File: src/rtl/uart_cmd_parser.sv
// rtl/uart_cmd_parser.sv - UART command frame parser issuing target memory read/write requests
//
// Purpose:
//   Parses byte frames from a UART receiver into one-cycle memory access
//   requests, and answers over the UART transmitter: 0x55 for a completed
//   write, 0xEE (NAK) when the CPU is running or a read times out, or the
//   6-byte read-back word for a read.
//   Frame: CMD (0xA in [7:4], [1] = mem type, [0] = write), ADDR_HI ([0] is
//   address bit 8), ADDR_LO, then 4 data bytes MSB-first for writes only.
//
// Ports:
//   clk, reset          - clock, synchronous active-high reset
//   rx_data, rx_valid   - received byte and its one-cycle strobe
//   enable              - CPU run flag; memory access only while low
//   mem_tx_data_in      - read-back word {valid, addr[8:0], data[31:0]}
//   mem_tx_data_ready   - read-back strobe
//   tx_ready            - transmitter accepts tx_data when tx_valid is high
//   write_mem_req       - one-cycle memory access request
//   target_mem_type     - 1 = instruction memory, 0 = data memory
//   target_addr         - word address
//   uart_rx_data_in     - write data
//   rw_flag             - 1 = write, 0 = read
//   tx_data, tx_valid   - byte to transmitter
//   frame_err           - one-cycle pulse on rejected, overrun or timed-out frame
//
// Configuration:
//   CMD_TIMEOUT_EN - when defined, a frame or read response that stalls for
//                    TIMEOUT_CYCLES cycles is abandoned.

module uart_cmd_parser #(
  parameter int TIMEOUT_CYCLES = 100000
) (
  input  logic        clk,
  input  logic        reset,
  input  logic [7:0]  rx_data,
  input  logic        rx_valid,
  input  logic        enable,
  input  logic [41:0] mem_tx_data_in,
  input  logic        mem_tx_data_ready,
  input  logic        tx_ready,
  output logic        write_mem_req,
  output logic        target_mem_type,
  output logic [8:0]  target_addr,
  output logic [31:0] uart_rx_data_in,
  output logic        rw_flag,
  output logic [7:0]  tx_data,
  output logic        tx_valid,
  output logic        frame_err
);

  typedef enum logic [2:0] {
    S_IDLE, S_ADDR_HI, S_ADDR_LO, S_DATA, S_ISSUE, S_WAIT_RD, S_TX, S_ACK
  } state_e;

  state_e      state_q, state_d;
  logic [1:0]  byte_cnt_q, byte_cnt_d;
  logic [2:0]  tx_cnt_q, tx_cnt_d;
  logic        mem_type_q, mem_type_d;
  logic [8:0]  addr_q, addr_d;
  logic        rw_q, rw_d;
  logic [31:0] wdata_q, wdata_d;
  logic [41:0] rdata_q, rdata_d;
  logic        nak_q, nak_d;
  logic [7:0]  tx_byte;
  logic        tmo_hit;

  assign target_mem_type = mem_type_q;
  assign target_addr     = addr_q;
  assign rw_flag         = rw_q;
  assign uart_rx_data_in = wdata_q;

`ifdef CMD_TIMEOUT_EN
  localparam int TW = $clog2(TIMEOUT_CYCLES + 1);

  logic [TW-1:0] tmo_q, tmo_d;
  logic          waiting;

  // Counts idle cycles while a frame or read response is outstanding.
  // Any rx byte and every non-waiting state reload it, so entering WAIT_RD
  // from ISSUE starts from zero.
  always_comb begin
    waiting = (state_q == S_ADDR_HI) || (state_q == S_ADDR_LO) ||
              (state_q == S_DATA) || (state_q == S_WAIT_RD);
    tmo_hit = waiting && (tmo_q == TW'(TIMEOUT_CYCLES - 1));
    if (rx_valid || !waiting) begin
      tmo_d = '0;
    end else if (tmo_hit) begin
      tmo_d = tmo_q;
    end else begin
      tmo_d = tmo_q + 1'b1;
    end
  end

  always_ff @(posedge clk) begin
    if (reset) begin
      tmo_q <= '0;
    end else begin
      tmo_q <= tmo_d;
    end
  end
`else
  logic unused_timeout_cfg;
  assign unused_timeout_cfg = (TIMEOUT_CYCLES > 0);
  assign tmo_hit = 1'b0;
`endif

  // Read-back is sent as {6'b0, word}, most significant byte first.
  always_comb begin
    tx_byte = rdata_q[7:0];
    case (tx_cnt_q)
      3'd0:    tx_byte = {6'b0, rdata_q[41:40]};
      3'd1:    tx_byte = rdata_q[39:32];
      3'd2:    tx_byte = rdata_q[31:24];
      3'd3:    tx_byte = rdata_q[23:16];
      3'd4:    tx_byte = rdata_q[15:8];
      default: tx_byte = rdata_q[7:0];
    endcase
  end

  always_comb begin
    state_d       = state_q;
    byte_cnt_d    = byte_cnt_q;
    tx_cnt_d      = tx_cnt_q;
    mem_type_d    = mem_type_q;
    addr_d        = addr_q;
    rw_d          = rw_q;
    wdata_d       = wdata_q;
    rdata_d       = rdata_q;
    nak_d         = nak_q;
    write_mem_req = 1'b0;
    tx_valid      = 1'b0;
    tx_data       = 8'h00;
    frame_err     = 1'b0;

    case (state_q)
      S_IDLE: begin
        if (rx_valid) begin
          if (rx_data[7:4] == 4'hA) begin
            mem_type_d = rx_data[1];
            rw_d       = rx_data[0];
            state_d    = S_ADDR_HI;
          end else begin
            frame_err = 1'b1;
          end
        end
      end
      S_ADDR_HI: begin
        if (rx_valid) begin
          addr_d  = {rx_data[0], addr_q[7:0]};
          state_d = S_ADDR_LO;
        end else if (tmo_hit) begin
          frame_err = 1'b1;
          state_d   = S_IDLE;
        end
      end
      S_ADDR_LO: begin
        if (rx_valid) begin
          addr_d     = {addr_q[8], rx_data};
          byte_cnt_d = 2'd0;
          state_d    = rw_q ? S_DATA : S_ISSUE;
        end else if (tmo_hit) begin
          frame_err = 1'b1;
          state_d   = S_IDLE;
        end
      end
      S_DATA: begin
        if (rx_valid) begin
          wdata_d    = {wdata_q[23:0], rx_data};
          byte_cnt_d = byte_cnt_q + 2'd1;
          if (byte_cnt_q == 2'd3) begin
            state_d = S_ISSUE;
          end
        end else if (tmo_hit) begin
          frame_err = 1'b1;
          state_d   = S_IDLE;
        end
      end
      S_ISSUE: begin
        frame_err = rx_valid;
        if (enable) begin
          // CPU running: refuse the access and answer with NAK.
          frame_err = 1'b1;
          nak_d     = 1'b1;
          state_d   = S_ACK;
        end else begin
          write_mem_req = 1'b1;
          if (rw_q) begin
            nak_d   = 1'b0;
            state_d = S_ACK;
          end else begin
            state_d = S_WAIT_RD;
          end
        end
      end
      S_WAIT_RD: begin
        frame_err = rx_valid;
        if (mem_tx_data_ready) begin
          rdata_d  = mem_tx_data_in;
          tx_cnt_d = 3'd0;
          state_d  = S_TX;
        end else if (tmo_hit) begin
          frame_err = 1'b1;
          nak_d     = 1'b1;
          state_d   = S_ACK;
        end
      end
      S_TX: begin
        frame_err = rx_valid;
        tx_valid  = 1'b1;
        tx_data   = tx_byte;
        if (tx_ready) begin
          if (tx_cnt_q == 3'd5) begin
            tx_cnt_d = 3'd0;
            state_d  = S_IDLE;
          end else begin
            tx_cnt_d = tx_cnt_q + 3'd1;
          end
        end
      end
      S_ACK: begin
        frame_err = rx_valid;
        tx_valid  = 1'b1;
        tx_data   = nak_q ? 8'hEE : 8'h55;
        if (tx_ready) begin
          state_d = S_IDLE;
        end
      end
    endcase
  end

  always_ff @(posedge clk) begin
    if (reset) begin
      state_q    <= S_IDLE;
      byte_cnt_q <= 2'd0;
      tx_cnt_q   <= 3'd0;
      mem_type_q <= 1'b0;
      addr_q     <= 9'd0;
      rw_q       <= 1'b0;
      wdata_q    <= 32'd0;
      rdata_q    <= 42'd0;
      nak_q      <= 1'b0;
    end else begin
      state_q    <= state_d;
      byte_cnt_q <= byte_cnt_d;
      tx_cnt_q   <= tx_cnt_d;
      mem_type_q <= mem_type_d;
      addr_q     <= addr_d;
      rw_q       <= rw_d;
      wdata_q    <= wdata_d;
      rdata_q    <= rdata_d;
      nak_q      <= nak_d;
    end
  end

endmodule

File: config.mk
export PLATFORM = sky130hd
export DESIGN_NAME = uart_cmd_parser
export DESIGN_NICKNAME = d
export VERILOG_FILES = /design/src/rtl/uart_cmd_parser.sv
export SDC_FILE = /design/constraint.sdc
export NUM_CORES = 1
export LEC_CHECK = 0
export BUFFER_PORTS_ARGS = -buffer_cell sky130_fd_sc_hd__clkbuf_2
export CORE_MARGIN = 4
export CORE_UTILIZATION = 43
export CTS_BUF_LIST = sky130_fd_sc_hd__clkbuf_4 sky130_fd_sc_hd__clkbuf_8 sky130_fd_sc_hd__clkbuf_16
export DETAILED_ROUTE_END_ITERATION = 6
export PLACE_DENSITY = 0.72
export SLEW_MARGIN = 20
export SYNTH_ARGS = -nofsm -noshare
export SYNTH_HDL_FRONTEND = slang
export SYNTH_SLANG_ARGS = --single-unit
File: constraint.sdc
create_clock -name clk -period 2.5 [get_ports clk]
set_input_delay 0.5 -clock clk [delete_from_list [all_inputs] [get_ports clk]]
set_output_delay 0.5 -clock clk [all_outputs]
set_load 0.005 [all_outputs]
==> impl_metrics.toml <==
[status]
status = "finished, final reports clean"

[placement]
post-place-ws_ns = 0.326
dp.cells = 713
gp_congestion = 0.895
dp_hpwl_mm = 7.88
io_buffers = 109

[logic_synthesis]
synth.largest_area_cell = "dfxtp_1"
synthMuxAreaShare_pct = 1.26
synth_warnings = 0
syn_inst = 523
synth_area_leaders = "dfxtp_1, nand2_1, a21oi_1"
syn_nets = 581
post-synth-top-area-fraction_pct = 47.3
netlist-cell-type-count = 49
synth_area_um2 = 3980
synth_compound_area_share_pct = 20.1
async_flop_share_pct = 0
synthAdderAreaFrac_pct = 0.630
synth_top_family_by_area = "simple AND/OR/NAND/NOR gates"
synth_edf_count = 0
synthXorXnorAreaFrac_pct = 0
synthSimpleGateAreaFrac_pct = 25.7
ys.flop_type = "dfxtp_1"
yosys_register_bits = 94
synth.avg_cell_area_um2 = 7.60
ys_seq_area_share_pct = 47.3

[setup_path]
worstSetupEndpointType = "output pin"
critPathKind = "flop to output pin"
worst_path_max_delay_cell = "dfxtp_2"
critPathMaxFanout = 8
cp_data_required_time_ns = 2.00
crit_chain = "and2_1 -> ha_4 -> a22oi_1 -> a311o_1 -> a21oi_1 -> clkbuf_2"
cpPeakStageDelay_ns = 0.42
start_kind = "flop"
arrival_ns = 1.90

[timing]
fin_ws_ns = 0.0978
maxSlewViolCount = 0
worst_slew_pin_slew_ns = 0.636
relSlewSlack_pct = 57.6
setup_violations = 0
hold_viol = 0
period_needed_ns = 2.40
finClkSkew_ns = 0.0209
max_freq_mhz = 416
setup_tns_ns = 0
min_period_over_period_pct = 96.1

[global_routing]
grt-ovfl-total = 0
grt_pass1_vias = 3689
track_usage_pct = 19.3
grt_max_degree = 43
grt_pass1_wl_mm = 17.3
antenna_found_initial = 0

[final_layout]
final_nets = 674
antennaDiodeCount = 0
drive_above_1_share_pct = 23.8
instances_no_fill = 729
syn2layout_area_growth_pct = 21.4
utilization_pct = 54.5

[pwr]
p_int_w = 0.00195
p_sw_w = 0.000674
finalPower_w = 0.00263
p_seq_share_pct = 57.2
vdd_ir_drop_max_uv = 357
power_leakage_nw = 1.84
pwr-share-clk_pct = 38.5
power.density_nw_per_um2 = 544
switching_share_pct = 25.7
pwr-share-comb_pct = 4.2

[route]
wl_per_cell_um = 14.6
routed_via_density = 5.19
totalWireLength_mm = 10.6
drc = 0
firstDrtPassIters = 5
drtIter0Drc = 233
ant_nets = 0
num_vias = 3786

[floorplan]
die_h_um = 104
fp.coreArea_um2 = 8850
io_pins = 110
initial_core_util_pct = 44.9
die-width_um = 104
die_area_um2 = 10800
rows = 34

[clock_tree]
clk_pin_slew_worst_paths_ns = 0.10
cts_inserted_buffers = 9
worstSkewPairLatency_ns = 0.37
clockBufferDepth = 2
cts_root_buf = "clkbuf_8"
clock-sinks = 94
cts_setup_buffers = 0
cts_resized = 2
cts_hold_buf = 0
cts_tree = "yes"
h-tree-depth = 3

[min_path]
hold_class = "input port to flop"

[job]
maxCapViolCount = 0
==> metal layers <==
layer  vias to the layer above  track usage, %  part of all wire, %
met5                         -               0                    0
met4                         0            4.18                 0.85
met3                         7            5.96                  6.2
met2                       102            32.6                   48
met1                      1735            24.2                   45
li1                       1942               -                    -
==> placed cells by master, fill, tap and decap left out, types with 2 or more instances in the layout <==
| cell type | instances |
|---|---|
| a21oi_1 | 101 |
| a22oi_1 | 4 |
| a311o_1 | 4 |
| a32oi_1 | 2 |
| and2_1 | 2 |
| and3_1 | 2 |
| and3b_1 | 3 |
| buf_4 | 12 |
| clkbuf_2 | 108 |
| clkbuf_8 | 9 |
| clkinv_8 | 2 |
| dfxtp_1 | 92 |
| dfxtp_2 | 2 |
| inv_1 | 6 |
| inv_6 | 3 |
| inv_8 | 2 |
| mux2i_1 | 5 |
| nand2_1 | 179 |
| nand2b_1 | 2 |
| nand3_1 | 3 |
| nand3b_1 | 6 |
| nand4b_1 | 2 |
| nor2_1 | 15 |
| nor2b_1 | 5 |
| nor3_1 | 2 |
| o2111ai_1 | 2 |
| o21ai_0 | 15 |
| or3_1 | 3 |
==> worst paths after layout <==
kind | start | end | slack (ns) | cells past startpoint
worst max register to register | state_q[0] | rdata_q[11] | 0.58 | 6
worst min-delay path | mem_tx_data_in[25] | rdata_q[25] | 0.35 | 3
worst min register to register | rdata_q[14] | rdata_q[14] | 0.46 | 2
worst max-delay path | tx_cnt_q[0] | tx_data[4] | 0.1 | 6
==> state kept, by name (all words and copies together) (netlist names) <==
signal	count
rdata_q	42
uart_rx_data_in	32
target_addr	9
state_q	3
tx_cnt_q	3
byte_cnt_q	2
nak_q	1
rw_flag	1
target_mem_type	1
==> metrics by stage <==
step                hold slack [ns]  area [um2]
floorplan                     0.432        3980
global route                  0.338        4830
CTS                           0.336        4800
global placement              0.442        4590
finish                        0.354        4830
detailed placement            0.449        4590
==> layout make-up <==
cell class                      instances  area, um2
Multi-Input combinational cell        383       1920
Timing Repair Buffer                  122        656
Clock buffer                            9        124
Inverter                                6       22.5
Sequential cell                        94       1880
Clock inverter                          7       81.3
Tap cell                              108        135
Fill cell                             896       4020
==> worst max-delay path, delay by kind of cell, from the launching register on <==
kind	cells	cell delay [ns]
AO/OA/AOI/OAI	3	0.60
flip-flops	1	0.42
AND/OR/NAND/NOR	1	0.19
adder cells (fa/ha/maj)	1	0.19
buffers and inverters	1	0.14
==> synth_stat cells, types with 2 or more instances <==
cell       count
nand2_1      179
a21oi_1      101
dfxtp_1       94
clkbuf_1      22
nor2_1        15
o21ai_0       15
buf_2         14
inv_1          6
nand3b_1       6
nor2b_1        6
mux2i_1        5
a22oi_1        4
a311o_1        4
and3b_1        3
buf_1          3
nand3_1        3
or3_1          3
a32oi_1        2
and2_1         2
and3_1         2
ha_1           2
nand2b_1       2
nand4b_1       2
nor3_1         2
o2111ai_1      2
==> power by group through the flow <==
stage / Clock, W / Sequential [W] / Combinational (W)
floorplan: 0 / 0.00153 / 0.0000477
global placement: 0 / 0.00154 / 0.000110
detailed placement: 0 / 0.00154 / 0.000112
CTS: 0.00104 / 0.00150 / 0.000112
global route: 0.00110 / 0.00150 / 0.000124
finish: 0.00101 / 0.00150 / 0.000111
==> cell families after synthesis <==
| kind of cell | Yosys count |
|---|---|
| adder cells (fa/ha/maj) | 2 |
| multiplexers | 5 |
| flip-flops | 94 |
| AO/OA/AOI/OAI | 141 |
| buffers and inverters | 46 |
| AND/OR/NAND/NOR | 235 |
No activity file was read; power rests on OpenSTA's default activity.
